`src/rtl/riscv_alu_issue.sv`:
```
// riscv_alu_issue
//   Issue stage in front of a combinational RISCVALU. Takes one decoded op per valid/ready
//   handshake and maps ALUOp/funct3/funct7[5] to a 4-bit ALUctl. It registers ALUctl/A/B onto
//   the ALU, waits ALU_LATENCY cycles, then captures ALUout/Zero and offers them on a
//   valid/ready result port. Ops with no ALUctl mapping skip the ALU and return out_illegal=1.
//
// Parameters
//   XLEN         operand/result width, must match the ALU
//   ALU_LATENCY  cycles ALU inputs are held before ALUout/Zero are sampled (1..15)
//
// Ports
//   clock, reset                  single clock, synchronous active-high reset
//   in_valid/in_ready             request handshake; in_ready is high only while idle
//   in_aluop, in_funct3,
//   in_funct7b5, in_a, in_b       decoded op and operands
//   alu_ctl, alu_a, alu_b         registered drive to RISCVALU.ALUctl/A/B
//   alu_out, alu_zero             RISCVALU.ALUout/Zero
//   out_valid/out_ready           result handshake, unbounded backpressure
//   out_result, out_zero,
//   out_illegal                   captured result (result/zero forced to 0 for illegal ops)
//
// Build option
//   ALU_ISSUE_STATS_EN  adds stat_ops / stat_illegal: saturating 32-bit counts of returned
//                       legal / illegal results, bumped on the result handshake edge.

module riscv_alu_issue #(
    parameter int unsigned XLEN        = 64,
    parameter int unsigned ALU_LATENCY = 1
) (
    input  logic            clock,
    input  logic            reset,
    input  logic            in_valid,
    output logic            in_ready,
    input  logic [1:0]      in_aluop,
    input  logic [2:0]      in_funct3,
    input  logic            in_funct7b5,
    input  logic [XLEN-1:0] in_a,
    input  logic [XLEN-1:0] in_b,
    output logic [3:0]      alu_ctl,
    output logic [XLEN-1:0] alu_a,
    output logic [XLEN-1:0] alu_b,
    input  logic [XLEN-1:0] alu_out,
    input  logic            alu_zero,
    output logic            out_valid,
    input  logic            out_ready,
    output logic [XLEN-1:0] out_result,
    output logic            out_zero,
`ifdef ALU_ISSUE_STATS_EN
    output logic [31:0]     stat_ops,
    output logic [31:0]     stat_illegal,
`endif
    output logic            out_illegal
);

    typedef enum logic [1:0] {StIdle, StExec, StDone} state_e;

    // Counter reload: the capture happens on the edge where the count has reached zero.
    localparam logic [3:0] CntInit = 4'(ALU_LATENCY - 1);

    state_e            state_q, state_d;
    logic [3:0]        cnt_q, cnt_d;
    logic [3:0]        ctl_q, ctl_d;
    logic [XLEN-1:0]   a_q, a_d;
    logic [XLEN-1:0]   b_q, b_d;
    logic [XLEN-1:0]   res_q, res_d;
    logic              zero_q, zero_d;
    logic              ill_q, ill_d;

    logic [3:0]        dec_ctl;
    logic              dec_legal;

    // ALUctl decode
    always_comb begin
        dec_ctl   = 4'b0000;
        dec_legal = 1'b1;
        case (in_aluop)
            2'b00: dec_ctl = 4'b0010;
            2'b01: dec_ctl = 4'b0110;
            2'b10: begin
                case (in_funct3)
                    3'b000:  dec_ctl = in_funct7b5 ? 4'b0110 : 4'b0010;
                    3'b111:  dec_ctl = 4'b0000;
                    3'b110:  dec_ctl = 4'b0001;
                    3'b010:  dec_ctl = 4'b0111;
                    default: dec_legal = 1'b0;
                endcase
            end
            default: dec_legal = 1'b0;
        endcase
    end

    // Next-state and handshake outputs
    always_comb begin
        state_d   = state_q;
        cnt_d     = cnt_q;
        ctl_d     = ctl_q;
        a_d       = a_q;
        b_d       = b_q;
        res_d     = res_q;
        zero_d    = zero_q;
        ill_d     = ill_q;
        in_ready  = (state_q == StIdle);
        out_valid = (state_q == StDone);
        case (state_q)
            StIdle: begin
                if (in_valid) begin
                    if (dec_legal) begin
                        ctl_d   = dec_ctl;
                        a_d     = in_a;
                        b_d     = in_b;
                        cnt_d   = CntInit;
                        state_d = StExec;
                    end else begin
                        // ALU drive is left untouched; the result is synthesised here.
                        res_d   = '0;
                        zero_d  = 1'b0;
                        ill_d   = 1'b1;
                        state_d = StDone;
                    end
                end
            end
            StExec: begin
                if (cnt_q == 4'd0) begin
                    res_d   = alu_out;
                    zero_d  = alu_zero;
                    ill_d   = 1'b0;
                    state_d = StDone;
                end else begin
                    cnt_d = cnt_q - 4'd1;
                end
            end
            StDone: begin
                if (out_ready) begin
                    state_d = StIdle;
                end
            end
            default: state_d = StIdle;
        endcase
    end

    always_ff @(posedge clock) begin
        if (reset) begin
            state_q <= StIdle;
            cnt_q   <= 4'd0;
            ctl_q   <= 4'b0000;
            a_q     <= '0;
            b_q     <= '0;
            res_q   <= '0;
            zero_q  <= 1'b0;
            ill_q   <= 1'b0;
        end else begin
            state_q <= state_d;
            cnt_q   <= cnt_d;
            ctl_q   <= ctl_d;
            a_q     <= a_d;
            b_q     <= b_d;
            res_q   <= res_d;
            zero_q  <= zero_d;
            ill_q   <= ill_d;
        end
    end

    assign alu_ctl     = ctl_q;
    assign alu_a       = a_q;
    assign alu_b       = b_q;
    assign out_result  = res_q;
    assign out_zero    = zero_q;
    assign out_illegal = ill_q;

`ifdef ALU_ISSUE_STATS_EN
    logic [31:0] ops_q, ops_d;
    logic [31:0] illc_q, illc_d;
    logic        out_hs;

    assign out_hs = out_valid & out_ready;

    always_comb begin
        ops_d  = ops_q;
        illc_d = illc_q;
        if (out_hs) begin
            if (ill_q) begin
                if (illc_q != 32'hFFFF_FFFF) illc_d = illc_q + 32'd1;
            end else begin
                if (ops_q != 32'hFFFF_FFFF) ops_d = ops_q + 32'd1;
            end
        end
    end

    always_ff @(posedge clock) begin
        if (reset) begin
            ops_q  <= 32'd0;
            illc_q <= 32'd0;
        end else begin
            ops_q  <= ops_d;
            illc_q <= illc_d;
        end
    end

    assign stat_ops     = ops_q;
    assign stat_illegal = illc_q;
`endif

endmodule

```
`config.mk`:
```
export PLATFORM = sky130hd
export DESIGN_NAME = riscv_alu_issue
export DESIGN_NICKNAME = d
export VERILOG_FILES = /design/src/rtl/riscv_alu_issue.sv
export SDC_FILE = /design/constraint.sdc
export NUM_CORES = 1
export LEC_CHECK = 0
export CELL_PAD_IN_SITES_DETAIL_PLACEMENT = 1
export CELL_PAD_IN_SITES_GLOBAL_PLACEMENT = 2
export CORE_ASPECT_RATIO = 0.5
export CORE_MARGIN = 1.5
export CORE_UTILIZATION = 20
export CTS_BUF_LIST = sky130_fd_sc_hd__clkbuf_8
export CTS_CLUSTER_SIZE = 20
export DETAILED_ROUTE_END_ITERATION = 16
export PLACE_DENSITY_LB_ADDON = 0.05
export SLEW_MARGIN = 30
export SYNTH_ARGS = -nofsm -noshare
export SYNTH_HDL_FRONTEND = slang
export SYNTH_SLANG_ARGS = --single-unit
```
`constraint.sdc`:
```
create_clock -name clock -period 1.8 [get_ports clock]
set_input_delay 0.36 -clock clock [delete_from_list [all_inputs] [get_ports clock]]
set_output_delay 0.36 -clock clock [all_outputs]
set_load 0.005 [all_outputs]
```
=== Word level (Yosys, flattened, before mapping) ===
Index checks and enable logic that the tools add are counted.

* Input port bits: 203
* Output and inout bits: 200
* Bits in latches: 0
* Register bits after elaboration: 204
* Memory bits (read-only): 0
* Memories: 0
* Memory bits (writable): 0

* Mux-type cells: 26
* Shift-type cells: 0
* Div/mod/pow operators: 0
* Equal/unequal tests: 13
* Order comparisons: 0
* Bitwise logic cells: 0
* Reductions and logical operators: 11
* Add/subtract/negate cells: 1
* Multiply operators: 0

{| class="wikitable"
|+ Operators by type and width
! operator !! count
|-
| 64-bit 2-to-1 mux || 3
|-
| 64-bit one-hot mux with 2 select lines || 1
|-
| 3-bit one-hot mux with 3 select lines || 2
|-
| 4-bit 2-to-1 mux || 3
|-
| 2-bit 2-to-1 mux || 4
|-
| 2-bit inequality test, second input constant || 4
|-
| 4-bit one-hot mux with 2 select lines || 1
|-
| 4-bit AND reduction || 2
|-
| 1-bit 2-to-1 mux || 7
|-
| 3-bit == test, second input constant || 2
|-
| 1-bit one-hot mux with 2 select lines || 3
|-
| 2-bit one-hot mux with 3 select lines || 1
|-
| 3-bit AND reduction || 2
|-
| 2-bit by 1-bit == test with 1-bit output, second input constant || 2
|-
| 2-bit == test, second input constant || 2
|-
| 2-bit logical NOT || 2
|-
| 4-bit logical NOT || 1
|-
| 2-bit by 1-bit inequality test with 1-bit output, second input constant || 2
|-
| 4-bit OR reduction || 1
|-
| 4-bit by 1-bit subtractor with 4-bit output, second input constant || 1
|-
| 3-bit by 2-bit == test with 1-bit output, second input constant || 1
|-
| 3-bit logical NOT || 1
|-
| 3-bit 2-to-1 mux || 1
|-
| 2-bit nonzero test || 1
|-
| 2-bit OR reduction || 1
|}

=== Logic depth before layout (Yosys ltp) ===
Gate-level depths: netlist of run 1.

* Depth after elaboration: 7
* Mapped depth: 7

=== Worst setup path before layout of run 1 ===
OpenSTA, ideal clock, no wires.

* Path kind: register -> register
* From: register cnt_q[0]
* To: register res_q[34] (netlist: out_result[34])
* Path slack: 0.082 ns
* Required time: 1.728 ns
* Stages on the path, launching flop included: 8
* Buffers on the path: 2
* Arrival time: 1.646 ns
* Library setup time: 0.072 ns
* Path through: dfxtp_1 > inv_1 > ha_1 > or3b_4 > o22ai_2 > buf_6 > buf_6 > mux2i_1

* Cells in the longest elaborated chain, start to end: 3

{| class="wikitable"
|+ RTL lines
! item !! line !! RTL
|-
| start, declared || 61 || <nowiki>logic [3:0] cnt_q, cnt_d;</nowiki>
|-
| start signal, assigned || 153 || <nowiki>cnt_q <= cnt_d;</nowiki>
|-
| 4-bit logical NOT || 123 || <nowiki>if (cnt_q == 4'd0) begin</nowiki>
|-
| 2-bit inequality test (no line) || n/a ||
|-
| 4-bit AND reduction (no line) || n/a ||
|-
| end signal, assigned || 157 || <nowiki>res_q <= res_d;</nowiki>
|-
| end, declared || 65 || <nowiki>logic [XLEN-1:0] res_q, res_d;</nowiki>
|}

Every way passes these cells.
A chain may end at the register's enable or synchronous reset.

=== Worst setup path in the final report of run 1 ===
* From: register cnt_q[1]
* To: register res_q[60] (netlist: out_result[60])

The elaborated chain is that of the path after synthesis.

==> results of run 1 <==
-- synthesized netlist by cell type, types with 2 or more instances --
library cell,instances
sky130_fd_sc_hd__buf_4,4
sky130_fd_sc_hd__clkbuf_1,59
sky130_fd_sc_hd__o21ai_1,28
sky130_fd_sc_hd__buf_1,3
sky130_fd_sc_hd__nand2b_1,69
sky130_fd_sc_hd__nor2_1,8
sky130_fd_sc_hd__ha_1,2
sky130_fd_sc_hd__buf_2,24
sky130_fd_sc_hd__a21oi_1,131
sky130_fd_sc_hd__buf_6,5
sky130_fd_sc_hd__nor2b_1,4
sky130_fd_sc_hd__nand3_1,130
sky130_fd_sc_hd__dfxtp_1,203
sky130_fd_sc_hd__nand3b_1,3
sky130_fd_sc_hd__o32ai_1,3
sky130_fd_sc_hd__o21ai_0,104
sky130_fd_sc_hd__mux2i_1,65
sky130_fd_sc_hd__nand2_1,71
sky130_fd_sc_hd__nor3_1,3
sky130_fd_sc_hd__inv_1,4
-- layer usage --
metal,vias up,GRT usage,share of wire
met1,4135,0.1860,0.40
met2,162,0.2978,0.53
met5,-,0,0.00037
met4,2,0.04447,0.021
met3,57,0.04104,0.051
li1,4093,-,-
-- power breakdown --
part	internal, mW	total (mW)	switching, mW	leakage (nW)
Combinational	1.22	2.20	0.981	4.25
Clock	2.42	4.48	2.06	0.428
Sequential	4.72	4.82	0.102	1.66
Total	8.36	11.5	3.15	6.34
-- cell families after synthesis --
family	count (synthesis)	synth area share
flops	203	0.5019
compound gates	275	0.1763
other cells	1	0.0004631
buf+inv	99	0.05609
fa+ha+maj	2	0.003090
mux	65	0.08035
simple gates	292	0.1819
-- stage by stage --
stage               hold WS, ns  total power [mW]  setup WS, ns  cell area [sq um]
CTS                      0.1476             11.74      -0.01456              13790
detailed placement       0.4656             7.098       -0.4299              13080
global route             0.1616             12.21      -0.04614              14130
global placement         0.4578             7.077       -0.3752              13080
finish                   0.2025             11.50       0.01140              14130
floorplan                0.4643             5.722       0.08211               8098
-- placed cells by master (no fill, tap or decap), drive strengths merged, types with 3 or more instances in the layout --
cell type        n
nor2b            4
dlygate4sd2     98
clkbuf          52
o21ai          132
nor2             8
a21oi          131
nor3             3
clkinv           3
nand2b          69
clkdlybuf4s50  246
nand3          130
nand3b           3
inv             16
buf             75
o32ai            3
nand2           71
dlymetal6s2s    55
dfxtp          203
mux2i           65
-- sequential cells by signal, indices dropped and copies added (netlist names) --
register     cells
out_zero         1
alu_b           64
alu_a           64
state_q          2
cnt_q            4
out_result      64
alu_ctl          3
out_illegal      1
-- timing repair --
action	in CTS	in global routing
pin swaps	0	2
cloned	2	3
gates resized for setup	111	76
endpoints found under the setup margin	154	125
buffers inserted	1	9
-- layout make-up --
class                   instances  area (sq um)  area share
diodes                          2         5.005   0.0003543
clock buffers                  49         674.4     0.04774
clock inverters                15         60.06    0.004252
inverters                       4         15.01    0.001063
multi-input cells             635          3636      0.2574
flip-flops and latches        203          4088      0.2894
well taps                     530         663.1     0.04694
repair buffers                478          4985      0.3529
-- worst max-delay path: stages (launching register included) --
cell	delay [ns]
sky130_fd_sc_hd__dfxtp_2	0.32
sky130_fd_sc_hd__inv_2	0.07
sky130_fd_sc_hd__ha_4	0.12
sky130_fd_sc_hd__or3b_4	0.39
sky130_fd_sc_hd__o22ai_4	0.18
sky130_fd_sc_hd__buf_12	0.16
sky130_fd_sc_hd__buf_12	0.14
sky130_fd_sc_hd__clkbuf_16	0.16
sky130_fd_sc_hd__mux2i_1	0.18
-- path summary, 6_finish.rpt --
kind / end / slack (ns)
setup / recovery: out_result[60] / 0.01
hold / removal: cnt_q[0] / 0.20
setup reg to reg: out_result[60] / 0.01
hold reg to reg: out_result[52] / 0.47
==> results by stage, run 1 <==
Route:
- For this run, design rule violations remaining after detail routing come to 0.
- The wire length reported by the detailed router is 35540 um.
- In this run the remaining antenna-violating nets after routing total 0.
- The length of the first detailed-routing pass in iterations is 4.
- The number of vias after detailed routing is 8449.
- The via density per instance is 4.410.
- After detailed routing, the average wire length per cell comes to 18.55 um.
- The first routing iteration left 295 violations.

Worst setup path:
- STA puts the critical path data required time at 2.25 ns.
- The element type at the critical path end is a register.
- The setup path with the least slack is of type reg2reg.
- The path depth of the worst reg2reg path is 8.
- The worst setup path is launched from a register.
- In this run the worst path has a maximum fanout of 6.
- The worst flop-to-flop path startpoint is cnt_q[1].
- The beginning of the critical path is cnt_q[1].
- The critical path arrival is 2.24 ns.

Final layout:
- The final net count is 1563.
- The number of filler instances in the final layout is 4484.
- Leaving out filler cells and counting taps, the final layout contains 1916.
- The utilization after layout is 0.3588.
- The synthesis-to-finish area growth is 74.44%.
- The layout cell share with drive strength beyond 1 is 0.1171.

Clock network:
- The H-tree was split into 2 levels.
- Buffers inserted to repair hold after CTS numbered 0.
- The clock network latency to the later pin of the worst-skew pair is 0.53 ns.
- The clock transition at the registers of the reported paths is 0.06 ns.
- The number of clock buffers added by TritonCTS is 36.
- The clock root buffer is sky130_fd_sc_hd__clkbuf_8.
- The tree built by TritonCTS fans out to 203 sinks.
- The clock passes through at most 3 buffers.
- The TritonCTS clock tree is built.

Placement:
- The global placement routability congestion is 0.7319.
- The count of buffers inserted at the top-level ports is 401.
- The wire-length estimate of the detail-placed layout is 24120 um.
- The placed instance count is 1835.

Synth:
- Of all cell types, the one taking the most synthesized area is sky130_fd_sc_hd__dfxtp_1.
- The share of synthesized area in the top cell type comes to 0.5019.
- The cell area after synthesis is 0.008098 sq mm.
- The dominant synthesized flop cell is sky130_fd_sc_hd__dfxtp_1.
- The count of distinct cell types in the synthesized netlist is 34.
- Counting flops and latches in the post-synthesis netlist gives 203.
- The sequential fraction of the synthesis area is 0.5019.
- In the post-synthesis netlist, the biggest area contributors are sky130_fd_sc_hd__dfxtp_1 50%, sky130_fd_sc_hd__a21oi_1 8.1%, sky130_fd_sc_hd__mux2i_1 8.0%.
- The total of warnings raised by yosys is 0.
- The average cell area after synthesis is 8.642 sq um.
- Of all flip-flops after synthesis, the portion carrying an async set or reset was 0.
- The instance count of the mapped netlist is 937.
- The total nets after synthesis is 1142.
- The number of enable flip-flop cells after synthesis is 0.

Global route:
- The via count of the first global-routing pass is 8816.
- Global routing finished with a remaining overflow of 0.
- For this run, the total global-route usage over all layers was measured as 0.1629.
- The first global-routing pass estimated 53480 um of wire.
- The largest net degree at the start of global routing is 54.
- The initial antenna violation count was 3.

Status:
- The flow ran to the end, and the final reports show no timing, DRC or antenna violations.

Worst hold path:
- The hold path startpoint is reset.
- The worst hold path was traced through 2 stages.
- The tightest min-delay check is of the in2reg type.

Die:
- The die covers 0.04178 sq mm.
- The initial core utilization is 0.2057.
- The floorplan has 51 rows.
- The count of pins on the block boundary is 403.
- The standard cell core area is 0.03937 sq mm.
- The die boundary height is 145.3 um.
- The horizontal die dimension is 287.6 um.

Run:
- Max-cap violations in this run came to 0.

Power:
- For this design the ratio of total power to cell area is 814.3 mW/mm^2.
- VDD sags by at most 0.3086 mV.
- The static leakage is 6.341 nW.

Timing:
- The setup total negative slack is 0 ns.
- The final hold violation count is 0.
- The max-slew violation count is 0.
- Clock skew on the completed layout was measured at 0.01331 ns.
- Static timing analysis puts the maximum clock frequency at 559.1 MHz.
- The post-route clock period utilization is 0.9937.
- Setup repair after global routing could not meet its margin everywhere.
- Setup violations remaining at the end of the flow were counted as 0.
- The worst path in the final design needs a cycle of 1.789 ns, including I/O delays and setup.
Power figures use the tool's default switching activity.
==> run 2, diff against run 1 <==
clock period = 1.45 ns   (was 1.8 ns; I/O delays follow)
==> results by stage, run 2 (synthesis results as in run 1) <==
Status:
- The final reports fail on negative setup slack.
- The flow ran to the end, but the final reports show violations.

Timing:
- Of the available clock period, the critical path in the final layout requires 1.181.
- The clock period minus final worst setup slack is 1.712 ns.
- The number of setup violations in the final report is 210.
- The maximum operating frequency is 584.2 MHz.
- Setup repair after global routing could not meet its margin everywhere.
- The clock skew after layout is 0.02263 ns.
- Headroom to the max-slew limit came out at 0.6561.
- The final hold violation count is 0.
- The transition time at the pin with the least slew margin is 0.5143 ns.
- The tightest hold margin is 0.05244 ns.
- The final worst setup slack is -0.2618 ns.
- The setup total negative slack is -33.90 ns.
- The max-slew violation count is 0.

Worst setup path:
- The worst stage delay on the critical path is 0.39 ns.
- The worst setup slack for register-to-register paths is -0.26 ns.
- The worst setup path is launched from a register.
- The critical path arrival is 2.18 ns.
- STA puts the critical path data required time at 1.91 ns.
- The signal on the critical path passes through inv_2, ha_1, or3b_4, o22ai_4, buf_12, buf_12, mux2i_1.
- The cell with the largest stage delay on the worst path is sky130_fd_sc_hd__or3b_4.
- The worst register-to-register path begins at cnt_q[1].
- The type of the setup path with the least slack is reg2reg.
- Broken down by cell family, the worst path's largest delay share belongs to buffers and inverters.
- Together, buffers and inverters on the worst path number 3.
- In this run the worst path has a maximum fanout of 15.
- The element type at the critical path end is a register.
- Counting cells, the worst reg-to-reg path comes to 7.
- The endpoint identified for the worst register-to-register timing path is out_result[9].
- Among the stages of the critical path, the cell type that occurs most often is sky130_fd_sc_hd__buf_12.

Final layout:
- In the layout the commonest cells are 199 x sky130_fd_sc_hd__clkdlybuf4s50_1, 109 x sky130_fd_sc_hd__dfxtp_1, 92 x sky130_fd_sc_hd__dfxtp_2, 88 x sky130_fd_sc_hd__a21oi_2, 83 x sky130_fd_sc_hd__clkdlybuf4s15_1.
- At the end of the flow, the number of nets in the layout was 1633.
- Relative to the synthesized area, the layout overhead comes to 109.0%.
- The layout cell share with drive strength beyond 1 is 0.4748.
- Leaving out fill and tap cells, the most frequent cell in the layout is sky130_fd_sc_hd__clkdlybuf4s50_1.
- The layout has 4227 filler cells.

Power:
- Total power for the finished layout comes to 15.54 mW.
- The worst-case IR drop observed on VDD is 0.4064 mV.
- The power per unit of standard cell area is 918.0 mW/mm^2.
- The static leakage is 6.043 nW.

Route:
- The wire length on met2 is 21330 um.
- Once detail routing completed, the nets flagged for antenna violations numbered 0.
- In the final routed layout, each cell accounts on average for 20.96 um.
- The first TritonRoute pass finished after 4 iterations.
- Dividing the detail-routed via count by the number of cells gives 4.520.
- The length of routed met3 wiring is 2023 um.
- For this block, the initial DRC count from the detailed router was 250.
- The number of vias after detailed routing is 8954.
- The highest layer touched by signal routing is met4.
- The residual DRC count is 0.
- The met1 wire length is 17140 um.
- The wire length reported by the detailed router is 41530 um.

Global route:
- Global routing finished with a remaining overflow of 0.
- The initial antenna violation count is 2.
- The largest net degree at the start of global routing is 61.
- The via count of the first global-routing pass is 9438.
- The first global-routing pass estimated 58090 um of wire.
- The global routing usage summed across all routing layers is 0.1809.

Placement:
- The count of buffers inserted at the top-level ports is 401.
- Detailed placement ended at an HPWL of 24090 um.
- Before CTS, the worst setup slack after placement is -0.6593 ns.
- At the end of routability-driven placement, the weighted congestion stood at 0.7317.

Run:
- The number of max-capacitance violations reported is 0.

Clock network:
- The clock transition at the registers of the reported paths is 0.06 ns.
- The H-tree depth is 2.
- The tree built by TritonCTS fans out to 203 sinks.
- The deepest clock path buffer count is 3.
- The CTS buffer count is 37.
- The number of buffers inserted by hold repair at cts is 0.
- The clock root buffer is sky130_fd_sc_hd__clkbuf_8.
- The clock network latency to the later pin of the worst-skew pair is 0.56 ns.
- TritonCTS built the clock tree.

Die:
- The standard cell core area is 0.03937 sq mm.
- The initial core utilization is 0.2057.
- The floorplan has 51 rows.
- The total die area is 0.04178 sq mm.
- The horizontal die dimension is 287.6 um.
- The count of pins on the block boundary is 403.
- In this run the vertical extent of the chip is 145.3 um.

Worst hold path:
- The path category of the worst min-delay check is in2reg.
- The endpoint of the worst hold-timing path is cnt_q[2].
- In this run the most critical hold path is launched from reset.
- The worst hold path was traced through 2 stages.
[run 2: power by group]
| part | internal [mW] | switching (mW) | leakage [nW] |
|---|---|---|---|
| clock network | 2.62 | 2.59 | 0.386 |
| registers | 5.88 | 0.174 | 1.70 |
| logic | 2.31 | 1.98 | 3.96 |
[run 2: metrics by stage]
| step | std cells | area (sq um) | utilization |
|---|---|---|---|
| floorplan | 937 | 8208 | - |
| global placement | 1841 | 13200 | 0.3353 |
| detailed placement | 1841 | 13200 | 0.3353 |
| CTS | 1952 | 15360 | 0.3902 |
| global route | 1981 | 16930 | 0.4299 |
| finish | 1981 | 16930 | 0.4299 |
[run 2: area by class of cell]
type	instances	area (sq um)	share of cell area
Timing Repair Buffer	546	6075	0.3589
Multi-Input combinational cell	636	5328	0.3148
Sequential cell	203	4187	0.2473
Tap cell	530	663.1	0.03918
Clock buffer	42	578.1	0.03415
Clock inverter	18	76.32	0.004509
Inverter	4	15.01	0.0008871
Antenna cell	2	5.005	0.0002957
[run 2: repair_timing]
| action | CTS | global route |
|---|---|---|
| pin swaps | 31 | 195 |
| setup endpoints to repair | 399 | 299 |
| buffers inserted | 30 | 24 |
| resized for setup | 656 | 439 |
| endpoints found under the hold margin | 0 | 0 |
| gates cloned | 22 | 14 |
[run 2: worst max-delay path by stage]
stage               slack [ns]           start              to  depth (start not counted)
finish                   -0.26        cnt_q[1]   out_result[9]                          7
global route             -0.35        cnt_q[1]  out_result[29]                          7
CTS                      -0.28  out_result[34]  out_result[34]                          1
detailed placement       -0.66    in_funct3[2]       alu_a[23]                          6
global placement         -0.62    in_funct3[2]  out_result[12]                          8
floorplan                -0.20        cnt_q[0]  out_result[34]                          7
[run 2: per-layer routing]
| metal | GRT usage | vias to the layer above |
|---|---|---|
| li1 | - | 4263 |
| met1 | 0.2130 | 4422 |
| met2 | 0.3269 | 201 |
| met3 | 0.03821 | 68 |
| met4 | 0.05263 | 0 |
| met5 | 0 | - |
[run 2: worst reg2reg max path: stages, from the launching register on]
cell,delay [ns]
sky130_fd_sc_hd__dfxtp_2,0.32
sky130_fd_sc_hd__inv_2,0.05
sky130_fd_sc_hd__ha_1,0.12
sky130_fd_sc_hd__or3b_4,0.39
sky130_fd_sc_hd__o22ai_4,0.18
sky130_fd_sc_hd__buf_12,0.18
sky130_fd_sc_hd__buf_12,0.19
sky130_fd_sc_hd__mux2i_1,0.21
==> run 3, diff against run 2 <==
CORE_MARGIN = 1   (was 1.5)
CTS_BUF_LIST = not set   (was sky130_fd_sc_hd__clkbuf_8)
==> results by stage, run 3 (synthesis results as in run 1) <==
Worst setup path:
- STA classifies the critical path startpoint as a register.
- The worst setup slack for register-to-register paths is -0.32 ns.
- The element type at the critical path end is a register.
- The worst register-to-register path begins at cnt_q[1].
- The path depth of the worst reg2reg path is 7.
- The capturing point of the worst reg2reg path is out_result[52].
- The critical path arrival is 2.21 ns.
- The largest driver fanout on the critical path is 16.
- The type of the setup path with the least slack is reg2reg.
- Tracing the worst setup path back leads to its startpoint at cnt_q[1].
- Data on the critical path is required at its endpoint by 1.89 ns.
- Following the worst setup path forward leads to its endpoint at out_result[52].

Clock network:
- The CTS buffer count is 23.
- TritonCTS built the clock tree.
- Counting along the longest clock path gives a buffer depth of 3.
- The clock network latency to the later pin of the worst-skew pair is 0.53 ns.
- The H-tree depth is 1.
- The total number of clock tree sinks is 203.
- The number of hold buffers added after CTS was 0.
- The tree is rooted in a sky130_fd_sc_hd__clkbuf_16.
- Clock-pin slew was measured on the worst setup and hold paths at 0.06 ns.

Timing:
- Measured against its own limit, the worst slew margin works out to 0.6558.
- The clock period minus final worst setup slack is 1.769 ns.
- For this run, the top clock speed supported by timing is 565.4 MHz.
- For the pin with the worst max-slew slack, the measured transition is 0.5163 ns.
- The setup total negative slack is -20.43 ns.
- Setup repair after global routing could not meet its margin everywhere.
- The max-slew violation count was 0.
- The final hold violation count is 0.
- Across the routed clock network, the largest skew measured is 0.01583 ns.
- In the finished design, the share of the clock period the worst path needs comes to 1.220.
- The final worst setup slack is -0.3187 ns.
- The number of setup violations in the final report is 121.

Final layout:
- In the final layout, the share of cells above drive strength 1 is 0.2324.
- Leaving out fill and tap cells, the most frequent cells in the layout are 197 x sky130_fd_sc_hd__clkdlybuf4s50_1, 178 x sky130_fd_sc_hd__dfxtp_1, 96 x sky130_fd_sc_hd__o21ai_1, 91 x sky130_fd_sc_hd__dlygate4sd2_1, 90 x sky130_fd_sc_hd__nand3_1.
- The area growth from synthesis to layout is 87.08%.
- The final net count is 1585.
- The most frequent standard cell in the layout excluding fill and tap cells is sky130_fd_sc_hd__clkdlybuf4s50_1.

Die:
- The floorplan has 51 rows.
- The count of pins on the block boundary is 403.
- The die is 286.6 um wide.
- The die boundary height is 144.3 um.
- The standard cell core area is 0.03937 sq mm.
- The initial core utilization is 0.2057.
- The total die area is 0.04135 sq mm.

Worst hold path:
- The worst hold path begins at reset.
- The worst hold path belongs to the class in2reg.

Placement:
- The post-placement worst setup slack is -0.6694 ns.
- The count of buffers inserted at the top-level ports is 401.
- The post-DP HPWL is 24330 um.
- The global placement routability congestion is 0.7361.

Global route:
- Across every metal layer, demand over resource in global routing totals 0.1634.
- The via count of the first global-routing pass was 8777.
- The most congested layer reported by global routing is met2.
- Entering global routing, the biggest net connects 58 pins.
- The global-route wire length before repair is 52610 um.
- The initial antenna violation count was 3.
- For this run, global-route usage on met2 was measured as 0.3082.
- For met3 alone, demand over resource in global routing was 0.03770.
- Global routing finished with a remaining overflow of 0.
- The fraction of met1 tracks used by global routing is 0.1845.

Route:
- The length of the first detailed-routing pass in iterations is 4.
- The post-detailed-route wirelength per cell is 20.04 um.
- Summing over every cut layer, the via total after detailed routing is 8601.
- The residual antenna-violating net count after detailed routing is 0.
- The via density per instance is 4.463.
- The residual DRC count is 0.
- For this block, the initial DRC count from the detailed router was 287.
- The wire length reported by the detailed router is 38610 um.

Power:
- The largest voltage drop on the vdd net is 0.9767 mV.
- Total power for the finished layout comes to 14.91 mW.
- The power per unit of standard cell area is 984.0 mW/mm^2.
- The analysis attributes to cell leakage a power of 5.805 nW.

Status:
- The checks that failed: negative setup slack.
- The run finished, with violations left.

Run:
- Across the run, the number of max-cap violations was 0.
run 3: layer usage:
layer,vias up,share of wire
li1,4155,-
met1,4251,0.41
met2,151,0.52
met3,44,0.045
met4,0,0.022
met5,-,0
run 3: worst min path at each step:
stage                endpoint  cells past startpoint
4_1_cts              cnt_q[0]                      2
6_report            alu_a[53]                      2
2_1_floorplan  out_result[10]                      2
5_1_grt             alu_a[53]                      2
3_3_place_gp      out_illegal                      1
3_5_place_dp   out_result[41]                      2
run 3: stage by stage:
stage | hold slack (ns) | util | instance area, sq um | std cells
floorplan | 0.4321 | - | 8208 | 937
global placement | 0.4541 | 0.3352 | 13200 | 1837
detailed placement | 0.4636 | 0.3352 | 13200 | 1837
CTS | 0.07999 | 0.3569 | 14050 | 1891
global route | 0.08671 | 0.3848 | 15150 | 1927
finish | 0.09878 | 0.3848 | 15150 | 1927
run 3: repair_timing:
item,CTS,global route
endpoints found under the setup margin,401,259
endpoints found under the hold margin,0,0
gates resized for setup,313,236
setup buffers,13,12
gates cloned,4,23
pin swaps,8,74
run 3: cell type report:
cell class	instances	area, sq um
clock buffer	34	646.9
timing repair buffer	512	5473
fill	4417	24220
clock inverter	5	28.78
antenna	3	7.507
multi-input combinational	636	4218
inverter	4	15.01
sequential	203	4098
tap	530	663.1
run 3: worst max-delay path, cell delays in order (launching register included):
cell and delay [ns]:
sky130_fd_sc_hd__dfxtp_2 0.33, sky130_fd_sc_hd__inv_2 0.08, sky130_fd_sc_hd__ha_4 0.12, sky130_fd_sc_hd__or3b_4 0.39, sky130_fd_sc_hd__o22ai_4 0.18, sky130_fd_sc_hd__buf_12 0.19
sky130_fd_sc_hd__buf_12 0.18, sky130_fd_sc_hd__mux2i_1 0.19
run 3: power breakdown:
| group | total [mW] | switching [mW] | leakage (nW) | internal [mW] |
|---|---|---|---|---|
| Sequential | 5.99 | 0.136 | 1.66 | 5.86 |
| Combinational | 3.37 | 1.53 | 3.81 | 1.84 |
| Clock | 5.55 | 2.47 | 0.335 | 3.07 |
| Total | 14.9 | 4.14 | 5.81 | 10.8 |
